==> src/rtl/vga_color_select_if.sv <==
// Button inputs and colour outputs of the VGA colour selector.
// master = button/board side, slave = vga_color_select.
interface vga_color_select_if;
    logic        BTN_NEXT;
    logic        BTN_PREV;
    logic [3:0]  color_idx;
    logic [11:0] rgb;
    logic        changed;

    modport master (
        output BTN_NEXT,
        output BTN_PREV,
        input  color_idx,
        input  rgb,
        input  changed
    );

    modport slave (
        input  BTN_NEXT,
        input  BTN_PREV,
        output color_idx,
        output rgb,
        output changed
    );
endinterface

==> src/rtl/vga_color_select.sv <==
// Debounced NEXT/PREV buttons step a palette index and emit a registered 12-bit colour.
// Optional auto-repeat while one button is held: define VGA_COLOR_AUTO_REPEAT_EN.
module vga_color_select #(
    parameter int DEBOUNCE_CYCLES = 500000,
    parameter int NCOLORS         = 8,
    parameter int REPEAT_CYCLES   = 25000000
) (
    input  logic               CLK50MHZ,
    input  logic               RST,
    vga_color_select_if.slave  bus
);
    localparam int             DW      = (DEBOUNCE_CYCLES > 1) ? $clog2(DEBOUNCE_CYCLES) : 1;
    localparam logic [DW-1:0]  DB_LAST = DW'(DEBOUNCE_CYCLES - 1);
    localparam logic [3:0]     IDX_MAX = 4'(NCOLORS - 1);

    function automatic logic [11:0] palette(input logic [3:0] i);
        case (i)
            4'd0:    palette = 12'h000;
            4'd1:    palette = 12'hF00;
            4'd2:    palette = 12'h0F0;
            4'd3:    palette = 12'h00F;
            4'd4:    palette = 12'hFF0;
            4'd5:    palette = 12'h0FF;
            4'd6:    palette = 12'hF0F;
            4'd7:    palette = 12'hFFF;
            4'd8:    palette = 12'h777;
            4'd9:    palette = 12'h700;
            4'd10:   palette = 12'h070;
            4'd11:   palette = 12'h007;
            4'd12:   palette = 12'h770;
            4'd13:   palette = 12'h077;
            4'd14:   palette = 12'h707;
            4'd15:   palette = 12'h333;
            default: palette = 12'h000;
        endcase
    endfunction

    // Bit 0 tracks BTN_NEXT, bit 1 tracks BTN_PREV.
    logic [1:0]    sync1_r, sync2_r, stable_r, stable_d_r, press_r;
    logic [DW-1:0] cnt_r [2];
    logic [1:0]    rep_fire_s;
    logic [3:0]    idx_r, idx_nxt_s;
    logic [11:0]   rgb_r;
    logic          changed_r, step_s;

    // Synchroniser, per-button debounce and the registered press pulse.
    always_ff @(posedge CLK50MHZ) begin
        if (RST) begin
            sync1_r    <= 2'b00;
            sync2_r    <= 2'b00;
            stable_r   <= 2'b00;
            stable_d_r <= 2'b00;
            press_r    <= 2'b00;
            cnt_r[0]   <= DW'(0);
            cnt_r[1]   <= DW'(0);
        end else begin
            sync1_r    <= {bus.BTN_PREV, bus.BTN_NEXT};
            sync2_r    <= sync1_r;
            stable_d_r <= stable_r;
            press_r    <= (stable_r & ~stable_d_r) | rep_fire_s;
            for (int b = 0; b < 2; b++) begin
                if (sync2_r[b] == stable_r[b]) begin
                    cnt_r[b] <= DW'(0);
                end else if (cnt_r[b] == DB_LAST) begin
                    stable_r[b] <= sync2_r[b];
                    cnt_r[b]    <= DW'(0);
                end else begin
                    cnt_r[b] <= cnt_r[b] + DW'(1);
                end
            end
        end
    end

`ifdef VGA_COLOR_AUTO_REPEAT_EN
    localparam int            RW       = (REPEAT_CYCLES > 1) ? $clog2(REPEAT_CYCLES) : 1;
    localparam logic [RW-1:0] REP_LAST = RW'(REPEAT_CYCLES - 1);

    logic [RW-1:0] rep_cnt_r;
    logic          hold_next_s, hold_prev_s, rep_wrap_s;

    // Exactly one button held past its press cycle; the count aligns repeats to the press step.
    always_comb begin
        hold_next_s = stable_r[0] & stable_d_r[0] & ~stable_r[1];
        hold_prev_s = stable_r[1] & stable_d_r[1] & ~stable_r[0];
        rep_wrap_s  = (rep_cnt_r == REP_LAST);
        if ((hold_next_s | hold_prev_s) && rep_wrap_s) begin
            rep_fire_s = {hold_prev_s, hold_next_s};
        end else begin
            rep_fire_s = 2'b00;
        end
    end

    // Repeat interval counter; clears on release, on both held, and on each repeat.
    always_ff @(posedge CLK50MHZ) begin
        if (RST) begin
            rep_cnt_r <= RW'(0);
        end else if ((hold_next_s | hold_prev_s) && !rep_wrap_s) begin
            rep_cnt_r <= rep_cnt_r + RW'(1);
        end else begin
            rep_cnt_r <= RW'(0);
        end
    end
`else
    // Repeat path compiled out; the parameter stays so instantiations match across builds.
    assign rep_fire_s = (REPEAT_CYCLES > 0) ? 2'b00 : 2'b00;
`endif

    // Wrap-around step; simultaneous NEXT and PREV cancel out.
    always_comb begin
        idx_nxt_s = idx_r;
        step_s    = 1'b0;
        case (press_r)
            2'b01: begin
                idx_nxt_s = (idx_r == IDX_MAX) ? 4'd0 : idx_r + 4'd1;
                step_s    = 1'b1;
            end
            2'b10: begin
                idx_nxt_s = (idx_r == 4'd0) ? IDX_MAX : idx_r - 4'd1;
                step_s    = 1'b1;
            end
            default: begin
                idx_nxt_s = idx_r;
                step_s    = 1'b0;
            end
        endcase
    end

    // Output registers: index, its palette colour and the change strobe update together.
    always_ff @(posedge CLK50MHZ) begin
        if (RST) begin
            idx_r     <= 4'd0;
            rgb_r     <= 12'h000;
            changed_r <= 1'b0;
        end else begin
            idx_r     <= idx_nxt_s;
            rgb_r     <= palette(idx_nxt_s);
            changed_r <= step_s;
        end
    end

    assign bus.color_idx = idx_r;
    assign bus.rgb       = rgb_r;
    assign bus.changed   = changed_r;
endmodule

==> src/flat_wrapper.sv <==
// flat-port wrapper written by rule: the top's interface ports become plain ports
module vga_color_select_flat 
#(
    parameter int DEBOUNCE_CYCLES = 500000,
    parameter int NCOLORS         = 8,
    parameter int REPEAT_CYCLES   = 25000000
)
  (CLK50MHZ, RST, bus_BTN_NEXT, bus_BTN_PREV, bus_color_idx, bus_rgb, bus_changed);
  vga_color_select_if bus_i ();
  input  logic CLK50MHZ;
  input  logic RST;
  input wire logic [$bits(bus_i.BTN_NEXT)-1:0] bus_BTN_NEXT;
  input wire logic [$bits(bus_i.BTN_PREV)-1:0] bus_BTN_PREV;
  output wire logic [$bits(bus_i.color_idx)-1:0] bus_color_idx;
  output wire logic [$bits(bus_i.rgb)-1:0] bus_rgb;
  output wire logic [$bits(bus_i.changed)-1:0] bus_changed;
  assign bus_i.BTN_NEXT = bus_BTN_NEXT;
  assign bus_i.BTN_PREV = bus_BTN_PREV;
  assign bus_color_idx = bus_i.color_idx;
  assign bus_rgb = bus_i.rgb;
  assign bus_changed = bus_i.changed;
  vga_color_select #(.DEBOUNCE_CYCLES(DEBOUNCE_CYCLES), .NCOLORS(NCOLORS), .REPEAT_CYCLES(REPEAT_CYCLES)) u_core (.CLK50MHZ(CLK50MHZ), .RST(RST), .bus(bus_i));
endmodule
==> config.mk <==
export PLATFORM = sky130hd
export DESIGN_NAME = vga_color_select_flat
export DESIGN_NICKNAME = d
export VERILOG_FILES = /design/src/rtl/vga_color_select_if.sv /design/src/rtl/vga_color_select.sv /design/src/flat_wrapper.sv
export SDC_FILE = /design/constraint.sdc
export NUM_CORES = 1
export LEC_CHECK = 0
export BUFFER_PORTS_ARGS = -buffer_cell sky130_fd_sc_hd__buf_2
export CORE_MARGIN = 3
export CORE_UTILIZATION = 45
export DETAILED_ROUTE_END_ITERATION = 12
export PLACE_DENSITY = 0.7
export SETUP_SLACK_MARGIN = 0.2
export SLEW_MARGIN = 20
export SYNTH_ARGS = -nofsm -noshare
export SYNTH_HDL_FRONTEND = slang
export SYNTH_SLANG_ARGS = --single-unit
export TNS_END_PERCENT = 100
==> constraint.sdc <==
create_clock -name CLK50MHZ -period 2.54 [get_ports CLK50MHZ]
set_clock_uncertainty 0.2 [all_clocks]
set_input_delay 0.508 -clock CLK50MHZ [delete_from_list [all_inputs] [get_ports CLK50MHZ]]
set_output_delay 0.508 -clock CLK50MHZ [all_outputs]
set_load 0.03 [all_outputs]
==> run metrics <==
Final Hold Vio Count 0; antenna violations before repair 0; synth-to-layout area growth 17.6%; mapped cell area 3200 µm²; Slew Viols, Final 0; P_leak 1.50 nW; setup TNS 0 ns; sw frac 0.214; EDFF count, synth 38; via density per instance 4.75; Inserted Diodes 0; WL/cell 11.3 µm; CTS sink count 62; final setup vio count 0; Num CTS Buffers 9; grt ovf 0; vias in the first global route 2097; Max Root-Sink Buffers 2; post-route ant nets 0; drt first pass iters 4; Seq pwr share 0.555; placed cell areas 3550 µm²; crit start category flip-flop; ys flop type edfxtp_1; CTS Root Cell clkbuf_8; startpoint of the worst-slack reg-to-reg timing path u_core.press_r[0]$_SDFF_PP0_; commonest cells in the netlist 57 x nor2_1, 38 x edfxtp_1, 24 x dfxtp_1; Clk pwr share 0.413; peak supply drop 0.000280 V; leading post-synthesis cells by cell area edfxtp_1 36%, dfxtp_1 15%, nor2_1 6.7%; clock-pin transition on the worst setup and hold timing paths 0.07 ns; GRT Total Usage 0.142; die footprint 8170 µm²; DRT iter0 DRCs 70; Worst Reg-to-Reg Cells 9; post-synth top area share 0.356; post-DP HPWL 3.84 mm; Slew headroom 0.585; Min-Delay Endpoint u_core.sync1_r[0]$_SDFF_PP0_; register area share after synthesis 0.506; fmax 452 MHz; WP data arrival 2.23 ns; CP Max Fanout 10; Layout Nets 389; max cap viols 0; worst skew pair latency 0.33 ns; hold depth 2; Worst Path Required 2.56 ns; WS Path Type flip-flop to flip-flop; CTS H-tree lvls 3; pin count of the biggest net entering global routing 18; overall die height 90.4 µm; fin crit period 2.21 ns; CTS Hold Bufs 0; Buffers on Ports 20; share of layout cells above drive strength 1 0.149; Syn Inst Count 310; final total power 2.02 mW; Avg Inst Size Synth 10.3 µm²; cell area after layout 3770 µm²; outcome complete, no violations; Hold WC Path Type input port to flip-flop; initial core utilization 0.469; Setup crit end kind flip-flop; combinational group share of total power 0.032; ys async rst share 0; row cnt 30; count leader, synth nor2_1; Switch Pwr 433 µW; GP Congestion 0.860; Reg-to-Reg End u_core.bus.rgb[2]$_SDFF_PP0_; first-pass GRT wire length 9.26 mm; flop-to-flop setup slack 0.33 ns; biggest area consumer among synthesized cells edfxtp_1; Remaining DRCs 0; Chip Width 90.4 µm; Synth Register Bits 62; Synth Warn # 0; final critical-path share of the clock period 0.870; final wirelength 5.34 mm; Worst Max-Slew Pin Slew 0.617 ns; Synth cell types 44; via count 2247; RSZ-0062 raised after global routing no; Power Density 536 nW/µm²; hold_sp bus_BTN_NEXT; CTS tree yes; core area 6830 µm²; Internal Power 1.59 mW; IO Pins 21
[power by group through the flow]
stage	logic (mW)	registers (mW)	clock network, mW
global placement	0.0623	1.14	0
finish	0.0647	1.12	0.835
detailed placement	0.0627	1.14	0
global route	0.0756	1.13	0.911
CTS	0.0633	1.12	0.867
floorplan	0.0545	1.14	0
[critical path, cell delays in order (launching register included)]
cell and delay (ns):
dfxtp_1 0.34, inv_1 0.08, ha_4 0.33, nor2_1 0.06
a221o_1 0.36, inv_2 0.08, ha_1 0.25, and3_1 0.16
nor3_2 0.19, a211oi_2 0.04
[worst max path at each step]
stage	start	endpoint	slack, ns	cells after the start
2_1_floorplan	u_core.bus.color_idx[1]$_SDFF_PP0_	u_core.bus.rgb[2]$_SDFF_PP0_	0.20	10
3_3_place_gp	u_core.press_r[0]$_SDFF_PP0_	u_core.bus.rgb[2]$_SDFF_PP0_	0.26	9
3_5_place_dp	u_core.press_r[0]$_SDFF_PP0_	u_core.bus.rgb[2]$_SDFF_PP0_	0.20	9
4_1_cts	u_core.press_r[0]$_SDFF_PP0_	u_core.bus.rgb[2]$_SDFF_PP0_	0.25	9
5_1_grt	u_core.bus.color_idx[0]$_SDFF_PP0_	u_core.bus.rgb[2]$_SDFF_PP0_	0.24	9
6_report	u_core.press_r[0]$_SDFF_PP0_	u_core.bus.rgb[2]$_SDFF_PP0_	0.33	9
[metrics by stage]
step | util | hold WS, ns | std cells | setup slack [ns]
after floorplan | - | 0.167 | 347 | 0.200
after global placement | 0.520 | 0.175 | 457 | 0.265
after detailed placement | 0.520 | 0.182 | 457 | 0.198
after CTS | 0.549 | 0.172 | 473 | 0.248
after global routing | 0.551 | 0.187 | 473 | 0.236
final | 0.551 | 0.183 | 473 | 0.330
[registers in the layout (all words and copies together), names as in the netlist]
name	cells
u_core.press_r	2
u_core.bus.changed	1
u_core.sync1_r	2
u_core.cnt_r	38
u_core.sync2_r	2
u_core.stable_d_r	2
u_core.bus.rgb	9
u_core.stable_r	2
u_core.bus.color_idx	4
[cell type report]
class	instances	area, µm²
well taps	96	120
clock inverters	2	11.3
repair buffers	24	130
flip-flops and latches	62	1630
multi-input cells	256	1620
fillers	634	3060
inverters	19	73.8
clock buffers	14	184
[layout by cell type, fill, tap and decap left out, types with 3 or more instances in the layout]
master    instances
nor2b_1           8
xnor2_1          13
mux2i_1           9
dfxtp_1          22
nor2_1           57
and4_1            4
nand2_1          14
ha_1             11
nand2b_1          5
and3_1            6
a21oi_1           3
conb_1           38
edfxtp_1         38
clkbuf_8         11
nor4b_1           5
buf_2            20
inv_1            16
nand3_1          20
xor2_1           23
nand4_1           7
buf_4             4
nor3_1            5
[logic make-up after synthesis]
group / count (synthesis) / synth area share
adder cells (fa/ha/maj): 13 / 0.0508
AO/OA/AOI/OAI: 21 / 0.0519
AND/OR/NAND/NOR: 139 / 0.220
flip-flops: 62 / 0.506
XOR/XNOR: 36 / 0.0984
buffers and inverters: 29 / 0.0437
other: 1 / 0.00117
multiplexers: 9 / 0.0281
[layer usage]
layer / up-vias / track usage / wire, µm
li1: 1157 / - / -
met4: 0 / 0.0612 / 104
met3: 12 / 0.0458 / 191
met1: 1054 / 0.175 / 2600
met2: 24 / 0.227 / 2440
met5: - / 0 / 0
[repair_timing]
action | 4_1_cts | 5_1_grt
pin swaps | 0 | 0
resized for setup | 1 | 3
setup endpoints to repair | 2 | 13
buffers inserted | 0 | 0
(Power assumes the default switching activity.)
